==> config.mk <==
export PLATFORM = sky130hd
export DESIGN_NAME = calc1_port_requester
export DESIGN_NICKNAME = d
export VERILOG_FILES = /design/src/rtl/calc1_port_requester.sv
export SDC_FILE = /design/constraint.sdc
export NUM_CORES = 1
export LEC_CHECK = 0
export BUFFER_PORTS_ARGS = -buffer_cell sky130_fd_sc_hd__buf_2
export CAP_MARGIN = 25
export CORE_MARGIN = 4
export CORE_UTILIZATION = 45
export CTS_BUF_LIST = sky130_fd_sc_hd__clkbuf_8
export DETAILED_ROUTE_END_ITERATION = 8
export PLACE_DENSITY = 0.83
export SLEW_MARGIN = 20
export SYNTH_ARGS = -nofsm -noshare
export SYNTH_HDL_FRONTEND = slang
export SYNTH_SLANG_ARGS = --single-unit
==> constraint.sdc <==
create_clock -name c_clk -period 1.9 [get_ports c_clk]
set_input_delay 0.38 -clock c_clk [delete_from_list [all_inputs] [get_ports c_clk]]
set_output_delay 0.38 -clock c_clk [all_outputs]
set_load 0.03 [all_outputs]
==> src/rtl/calc1_port_requester.sv <==
// Host-side initiator for one calc1 request port: accepts an operation, sequences the two-cycle
// request, waits for the response and hands it back. Optional WAIT timeout: CALC1_REQ_TIMEOUT_EN.
module calc1_port_requester #(
    parameter int DATA_W         = 32,
    parameter int CMD_W          = 4,
    parameter int TIMEOUT_CYCLES = 64
) (
    input  logic              c_clk,
    input  logic              reset,
    input  logic              host_valid,
    output logic              host_ready,
    input  logic [CMD_W-1:0]  host_cmd,
    input  logic [DATA_W-1:0] host_op1,
    input  logic [DATA_W-1:0] host_op2,
    output logic              rsp_valid,
    input  logic              rsp_ready,
    output logic [1:0]        rsp_code,
    output logic [DATA_W-1:0] rsp_data,
    output logic              rsp_timeout,
    output logic              busy,
    output logic [CMD_W-1:0]  req_cmd_out,
    output logic [DATA_W-1:0] req_data_out,
    input  logic [1:0]        out_resp,
    input  logic [DATA_W-1:0] out_data
);

    localparam logic [2:0] S_IDLE  = 3'd0;
    localparam logic [2:0] S_SEND1 = 3'd1;
    localparam logic [2:0] S_SEND2 = 3'd2;
    localparam logic [2:0] S_WAIT  = 3'd3;
    localparam logic [2:0] S_DONE  = 3'd4;

    if (TIMEOUT_CYCLES < 2) begin : g_bad_timeout
        $error("calc1_port_requester: TIMEOUT_CYCLES must be >= 2");
    end

    logic [2:0]        r_state;
    logic              r_host_ready;
    logic              r_busy;
    logic              r_rsp_valid;
    logic [1:0]        r_rsp_code;
    logic [DATA_W-1:0] r_rsp_data;
    logic              r_rsp_timeout;
    logic [CMD_W-1:0]  r_req_cmd;
    logic [DATA_W-1:0] r_req_data;
    logic [DATA_W-1:0] r_op2;
    logic              w_accept;
    logic              w_resp_hit;

    assign w_accept   = host_valid && r_host_ready;
    assign w_resp_hit = (out_resp != 2'b00);

`ifdef CALC1_REQ_TIMEOUT_EN
    localparam int CNT_W = (TIMEOUT_CYCLES > 2) ? $clog2(TIMEOUT_CYCLES) : 1;
    localparam logic [CNT_W-1:0] CNT_LAST = CNT_W'(TIMEOUT_CYCLES - 1);

    logic [CNT_W-1:0] r_wait_cnt;
    logic             w_timeout_hit;

    // A response on the final WAIT cycle takes priority over the timeout.
    assign w_timeout_hit = (r_wait_cnt == CNT_LAST) && !w_resp_hit;
`endif

    // Operand 2 is pure data: loaded on accept, consumed in SEND1, never needs clearing.
    always_ff @(posedge c_clk) begin
        if (r_state == S_IDLE && w_accept) begin
            r_op2 <= host_op2;
        end
    end

    always_ff @(posedge c_clk) begin
        if (reset) begin
            r_state       <= S_IDLE;
            r_host_ready  <= 1'b1;
            r_busy        <= 1'b0;
            r_rsp_valid   <= 1'b0;
            r_rsp_code    <= 2'b00;
            r_rsp_data    <= '0;
            r_rsp_timeout <= 1'b0;
            r_req_cmd     <= '0;
            r_req_data    <= '0;
`ifdef CALC1_REQ_TIMEOUT_EN
            r_wait_cnt    <= '0;
`endif
        end else begin
            case (r_state)
                S_IDLE: begin
                    if (w_accept) begin
                        r_state      <= S_SEND1;
                        r_host_ready <= 1'b0;
                        r_busy       <= 1'b1;
                        r_req_cmd    <= host_cmd;
                        r_req_data   <= host_op1;
                    end
                end
                S_SEND1: begin
                    r_state    <= S_SEND2;
                    r_req_cmd  <= '0;
                    r_req_data <= r_op2;
                end
                S_SEND2: begin
                    r_state    <= S_WAIT;
                    r_req_data <= '0;
`ifdef CALC1_REQ_TIMEOUT_EN
                    r_wait_cnt <= '0;
`endif
                end
                S_WAIT: begin
                    if (w_resp_hit) begin
                        r_state       <= S_DONE;
                        r_rsp_valid   <= 1'b1;
                        r_rsp_code    <= out_resp;
                        r_rsp_data    <= out_data;
                        r_rsp_timeout <= 1'b0;
`ifdef CALC1_REQ_TIMEOUT_EN
                    end else if (w_timeout_hit) begin
                        r_state       <= S_DONE;
                        r_rsp_valid   <= 1'b1;
                        r_rsp_code    <= 2'b00;
                        r_rsp_data    <= '0;
                        r_rsp_timeout <= 1'b1;
                    end else begin
                        r_wait_cnt <= r_wait_cnt + CNT_W'(1);
`endif
                    end
                end
                S_DONE: begin
                    // host_ready stays low this cycle, so no op can be taken while DONE is left.
                    if (rsp_ready) begin
                        r_state      <= S_IDLE;
                        r_rsp_valid  <= 1'b0;
                        r_host_ready <= 1'b1;
                        r_busy       <= 1'b0;
                    end
                end
                default: begin
                    r_state      <= S_IDLE;
                    r_host_ready <= 1'b1;
                    r_busy       <= 1'b0;
                    r_rsp_valid  <= 1'b0;
                    r_req_cmd    <= '0;
                    r_req_data   <= '0;
                end
            endcase
        end
    end

    assign host_ready   = r_host_ready;
    assign busy         = r_busy;
    assign rsp_valid    = r_rsp_valid;
    assign rsp_code     = r_rsp_code;
    assign rsp_data     = r_rsp_data;
    assign rsp_timeout  = r_rsp_timeout;
    assign req_cmd_out  = r_req_cmd;
    assign req_data_out = r_req_data;

endmodule

==> results of run 1 <==
## routing by layer
metal / wire, µm / global-route usage [%] / share of wire [%] / vias up
met4: 119 / 4.932 / 1.2 / 0
met3: 854 / 5.960 / 8.6 / 11
met1: 4071 / 20.66 / 41 / 1468
met5: 0 / 0 / 0 / -
li1: - / - / - / 1541
met2: 4839 / 29.54 / 49 / 128
## through the flow
stage	instances	setup WS (ns)	hold WS (ns)	power, mW	area (µm²)
4_1_cts	640	0.2825	0.1743	5.070	5570
3_3_place_gp	624	0.3218	0.4411	3.693	5380
3_5_place_dp	624	0.2666	0.4515	3.726	5380
6_report	640	0.3083	0.1951	5.004	5570
5_1_grt	640	0.2029	0.1637	5.264	5570
2_1_floorplan	335	0.2243	0.4789	3.398	4402
## registers in the layout, indices dropped and copies added, names as in the netlist
name and count:
rsp_data 32, r_op2 32, req_data_out 32, rsp_valid 1
busy 1, req_cmd_out 4, host_ready 1, r_state 3
rsp_code 2
## worst register-to-register path: cells and delay by family (launching register included)
kind | cells | cell delay (ns)
flops | 1 | 0.56
buf+inv | 2 | 0.50
simple gates | 2 | 0.28
## cells in the final DEF, fill, tap and decap left out, types with 2 or more instances in the layout
master and count:
sky130_fd_sc_hd__a22o_1 4, sky130_fd_sc_hd__nand2_1 4, sky130_fd_sc_hd__clkbuf_8 9, sky130_fd_sc_hd__nand4b_1 2, sky130_fd_sc_hd__a21oi_1 6, sky130_fd_sc_hd__buf_2 178, sky130_fd_sc_hd__buf_12 3, sky130_fd_sc_hd__clkinvlp_4 3
sky130_fd_sc_hd__buf_4 4, sky130_fd_sc_hd__o2bb2ai_1 13, sky130_fd_sc_hd__nor2_1 5, sky130_fd_sc_hd__o2bb2ai_2 20, sky130_fd_sc_hd__edfxtp_1 32, sky130_fd_sc_hd__mux2i_1 64, sky130_fd_sc_hd__nand2b_1 65, sky130_fd_sc_hd__dfxtp_1 75
## worst paths after layout
path / endpoint / slack, ns
max: r_op2[11] / 0.31
min: r_op2[6] / 0.20
max reg2reg: r_op2[11] / 0.31
min reg2reg: rsp_code[1] / 0.47
## cell type report
type | instances | area (µm²)
fill | 804 | 3801
sequential | 108 | 2484
multi-input combinational | 201 | 1747
timing repair buffer | 185 | 980.9
tap | 129 | 161.4
clock buffer | 9 | 123.9
clock inverter | 7 | 66.31
inverter | 1 | 7.507
## kinds of logic after synthesis
kind of cell | count (synthesis) | share of synthesized area (%)
mux | 64 | 14.57
simple gates | 87 | 12.58
compound gates | 49 | 12.49
buf+inv | 26 | 3.841
other cells | 1 | 0.08527
flops | 108 | 56.44
## power groups by stage
| stage | registers (mW) | logic (mW) | clock network [mW] |
|---|---|---|---|
| finish | 2.68 | 0.982 | 1.34 |
| global placement | 2.73 | 0.967 | 0 |
| floorplan | 2.93 | 0.468 | 0 |
| CTS | 2.68 | 0.997 | 1.39 |
| global route | 2.70 | 1.05 | 1.51 |
| detailed placement | 2.73 | 0.996 | 0 |
==> results.cfg, run 1 <==
[outcome]
run_status = complete, no violations

[sta]
fin_crit_ns = 1.592
timing.setup.tns_ns = 0
achievable-frequency_ghz = 0.6283
worst_pin_slew_ns = 0.5791
report.final.slew_viol_count = 0
rsz0062_at_grt = no
relSlewSlack_pct = 61.40
final_min_period_over_clock_period_pct = 83.77
timing.clock.skew_ns = 0.01104
number_of_endpoints_failing_setup_at_the_final_stage = 0
timing.final.hold_violations = 0

[clocking]
tritoncts = done
path_clk_slew_ns = 0.10
cts-root-buf = sky130_fd_sc_hd__clkbuf_8
cts-resized-gates = 0
post_cts_hold_buffer_count = 0
h_tree_levels = 3
numCtsBuffers = 9
cts_setup_buffers = 0
clock_latency_ns = 0.35
maximum_buffer_depth_of_the_clock_tree = 2
clock_sink_count = 108

[detailed_routing]
detail_route.wirelength_um = 9883
antenna_viol_nets_final = 0
detailroute.via_count = 3148
avgRoutedWirePerCell_um = 15.44
initialDrtViolationCount = 89
via_density_per_instance = 4.919
detail_route.first_pass.iterations = 4
post_detailed_route_drc_marker_count = 0

[synthesis]
syn-mean-instance-area_um2 = 13.13
ys_ff_latch = 108
synth_sequential_area_ratio_pct = 56.44
synth-main-ff-cell = sky130_fd_sc_hd__dfxtp_1
synthTopCellsByArea = sky130_fd_sc_hd__dfxtp_1, sky130_fd_sc_hd__edfxtp_1, sky130_fd_sc_hd__mux2i_1
synthesis.nets = 441
post_synth_instance_area_um2 = 4398
synth_top_cell_area_share_pct = 34.59
post_synth_edffs = 32
post_synth_top_cells = sky130_fd_sc_hd__dfxtp_1, sky130_fd_sc_hd__nand2b_1, sky130_fd_sc_hd__mux2i_1
synth_cells = 335
yosysTopAreaCell = sky130_fd_sc_hd__dfxtp_1
yosysUniqueCellTypes = 34
asyncSetResetFlopFracSynth_pct = 0
synth.yosys.warnings = 0
yosys.cell_count.top_type = sky130_fd_sc_hd__dfxtp_1

[worst_setup_path]
reg2reg_from = r_state[1]
critical_path.cell_chain = nor2_1, nand2_1, clkinvlp_4, buf_12
critical_path_arrival_ns = 1.70
worst_setup_path_end_kind = flip-flop
cpPeakStageDelay_ns = 0.56
crit_path_top_delay_cell = sky130_fd_sc_hd__dfxtp_1
cp-startpoint = r_state[1]
cpLargestDelayFamily = flip-flops
rr_worst_depth = 4
cp_num_cells = 4
setup.worst_path.class = flip-flop to flip-flop
path_buf_inv = 2
worst_setup_path_start_kind = flip-flop
timing.critical_path.fanout_max = 24
worst_ep_required_time_ns = 2.01

[power_and_ir_drop]
p_leak_nw = 2.346
p_clk_share_pct = 26.9
p_int_mw = 3.558
switching_share_pct = 28.89
vdd.ir_drop.worst_mv = 0.4500
pwr_density_cell_nw_per_um2 = 898.4
p_comb_share_pct = 19.6
power.net_switching_mw = 1.446
sequential_share_of_power_pct = 53.5

[placement]
port_buffers = 178
dp_hpwl_um = 7348
place.gp.congestion = 0.8247

[finish]
antenna_cells_inserted = 0
share_of_final_layout_standard_cells_stronger_than_drive_strength_1_pct = 44.42
layout.nets = 612
syn_to_final_growth_pct = 26.66
fin_util_pct = 59.44

[floorplanning]
num_rows = 35
fp.coreArea_um2 = 9371
die-height_um = 106.9
floorplan.die_area_um2 = 11420
io-pin-count = 180
die_wd_um = 106.9
floorplan.initialDensity_pct = 46.93

[global_routing]
largest_net_degree_at_the_start_of_global_routing = 69
first_global_vias = 3195
grt_antenna_before_repair = 0
wire_length_of_the_first_global_routing_pass_um = 15680
overflow = 0
grtUsageTotal_pct = 17.30

[hold_path]
hold_start = host_op2[6]
min-delay-path-class = input pin to flip-flop
worstHoldPathCells = 1

[flow_run]
max_cap_viol_count = 0
(Power assumes the default switching activity.)
==> run 2: changes to the inputs <==
- ABC_AREA: default -> 1
- PLACE_DENSITY: 0.83 -> 0.85
- clock period: 1.9 -> 1.5 ns (I/O delays scaled with it)
==> run 2 against run 1 <==
Clock power rose by 18%; sequential cell count did not move; core utilization rose by 0.98 points; register-to-register slack got worse by 0.18 ns; design area fell by 4.5%; combinational power rose to 3.6 times the previous value; highest routed layer is now met5; global-route usage rose by 0.26 points; hold slack got worse by 0.082 ns; setup slack got worse by 0.18 ns; via count rose by 16%; count of clock-buffer cells in the layout did not move.
==> results.cfg, run 2 <==
[global_routing]
grt_antenna_before_repair = 2
wire_length_of_the_first_global_routing_pass_um = 14840
first_global_vias = 3301
overflow = 0
largest_net_degree_at_the_start_of_global_routing = 39
grtUsageTotal_pct = 17.55

[clocking]
post_cts_hold_buffer_count = 0
path_clk_slew_ns = 0.10
cts-root-buf = sky130_fd_sc_hd__clkbuf_8
tritoncts = done
h_tree_levels = 3
maximum_buffer_depth_of_the_clock_tree = 2
clock_sink_count = 108
clock_latency_ns = 0.35
numCtsBuffers = 9

[synthesis]
syn-mean-instance-area_um2 = 8.552
synth_cells = 479
synth_top_cell_area_share_pct = 37.14
post_synth_edffs = 32
synth.yosys.warnings = 0
synth-main-ff-cell = sky130_fd_sc_hd__dfxtp_1
yosysTopAreaCell = sky130_fd_sc_hd__dfxtp_1
ys_ff_latch = 108
synth_sequential_area_ratio_pct = 60.60
asyncSetResetFlopFracSynth_pct = 0
synthesis.nets = 585
post_synth_top_cells = sky130_fd_sc_hd__nand2_1, sky130_fd_sc_hd__dfxtp_1, sky130_fd_sc_hd__nor2_1
post_synth_instance_area_um2 = 4096
synthTopCellsByArea = sky130_fd_sc_hd__dfxtp_1, sky130_fd_sc_hd__edfxtp_1, sky130_fd_sc_hd__nand2_1
yosys.cell_count.top_type = sky130_fd_sc_hd__nand2_1
yosysUniqueCellTypes = 21

[finish]
layout.nets = 757
layout_commonest_cell = sky130_fd_sc_hd__buf_2
most-common-layout-cells = sky130_fd_sc_hd__buf_2, sky130_fd_sc_hd__nand2_1, sky130_fd_sc_hd__dfxtp_1
final.fill_count = 777
syn_to_final_growth_pct = 29.87
share_of_final_layout_standard_cells_stronger_than_drive_strength_1_pct = 33.38
antenna_cells_inserted = 0

[worst_setup_path]
worst_setup_path_end_kind = flip-flop
setup.worst_path.class = flip-flop to flip-flop
critical_path_arrival_ns = 1.65
worst_setup_path_start_kind = flip-flop
worst_ep_required_time_ns = 1.78
timing.critical_path.fanout_max = 32
rr_worst_depth = 6

[detailed_routing]
detail_route.wirelength_um = 9818
detailroute.via_count = 3641
met3_wirelength_um = 830
antenna_viol_nets_final = 0
detail_route.first_pass.iterations = 5
route.top_layer_used = met5
detailed_route_wire_length_on_metal_1_um = 4018
routed-wl-met2_um = 4849
avgRoutedWirePerCell_um = 12.85
post_detailed_route_drc_marker_count = 0
via_density_per_instance = 4.766
initialDrtViolationCount = 133

[floorplanning]
io-pin-count = 180
fp.coreArea_um2 = 8806
floorplan.die_area_um2 = 10690
die_wd_um = 103.4
floorplan.initialDensity_pct = 46.52
die-height_um = 103.4
num_rows = 34

[hold_path]
min-delay-path-class = input pin to flip-flop
worstHoldPathCells = 1

[power_and_ir_drop]
p_leak_nw = 2.543
pwr_density_cell_nw_per_um2 = 1722
vdd.ir_drop.worst_mv = 0.7031
totalPowerFinal_mw = 9.163

[sta]
final_min_period_over_clock_period_pct = 91.46
number_of_endpoints_failing_setup_at_the_final_stage = 0
timing.final.hold_violations = 0
report.final.slew_viol_count = 0
fin_crit_ns = 1.372
timing.clock.skew_ns = 0.01503
achievable-frequency_ghz = 0.7289
fin_worst_hold_slack_ns = 0.1131

[flow_run]
max_cap_viol_count = 0

[placement]
port_buffers = 178
dp_hpwl_um = 7493
place.gp.congestion = 0.8102

[outcome]
run_status = complete, no violations
[run 2: critical path, stage by stage, from the launching register on]
cell and delay (ns):
sky130_fd_sc_hd__dfxtp_2 0.36, sky130_fd_sc_hd__nor2_1 0.21, sky130_fd_sc_hd__nand2_1 0.14, sky130_fd_sc_hd__nand3_2 0.13, sky130_fd_sc_hd__buf_6 0.22, sky130_fd_sc_hd__o21ai_0 0.12
sky130_fd_sc_hd__nor2_1 0.12
[run 2: what timing repair did]
| action | 4_1_cts | 5_1_grt |
|---|---|---|
| gates cloned | 0 | 0 |
| setup buffers | 0 | 1 |
| resized for setup | 1 | 7 |
| setup endpoints to repair | 1 | 52 |
[run 2: final timing paths]
kind	start	to	slack [ns]
setup / recovery	r_state[0]	req_data_out[12]	0.13
hold / removal	host_op2[17]	r_op2[17]	0.11
setup reg to reg	r_state[0]	req_data_out[12]	0.13
hold reg to reg	rsp_data[23]	rsp_data[23]	0.45
[run 2: per-layer routing]
| metal | up-vias | global-route usage, % |
|---|---|---|
| met1 | 1623 | 20.85 |
| met2 | 128 | 30.39 |
| met3 | 12 | 6.573 |
| met5 | - | 0 |
| met4 | 4 | 3.685 |
| li1 | 1874 | - |
[run 2: through the flow]
stage | cell area (µm²) | worst slack, ns | TNS, ns | utilization [%] | cells
5_1_grt | 5320 | -0.04974 | -0.1821 | 60.41 | 764
6_report | 5320 | 0.1280 | 0 | 60.41 | 764
3_5_place_dp | 5120 | 0.02914 | 0 | 58.14 | 747
2_1_floorplan | 4114 | -0.02550 | -0.8161 | - | 479
4_1_cts | 5298 | 0.02308 | 0 | 60.16 | 763
3_3_place_gp | 5120 | 0.1227 | 0 | 58.14 | 747
[run 2: cells by family after synthesis]
| kind of cell | Yosys count | share of synthesized area, % |
|---|---|---|
| AOI/OAI and AO/OA | 111 | 13.71 |
| buffers and inverters | 68 | 7.300 |
| DFF | 108 | 60.60 |
| other | 1 | 0.09154 |
| and+or+nand+nor | 191 | 18.30 |
[run 2: area by class of cell]
type	count	area (µm²)	share of cell area, %
Inverter	41	160.2	3.010
Timing Repair Buffer	188	1020	19.17
Multi-Input combinational cell	303	1338	25.14
Clock buffer	9	123.9	2.328
Tap cell	108	135.1	2.540
Sequential cell	108	2492	46.85
Clock inverter	7	51.30	0.9643
[run 2: power breakdown]
part / internal, mW / switching (mW) / total [mW]
clock network: 0.614 / 0.971 / 1.58
logic: 1.09 / 2.46 / 3.55
registers: 3.72 / 0.304 / 4.02
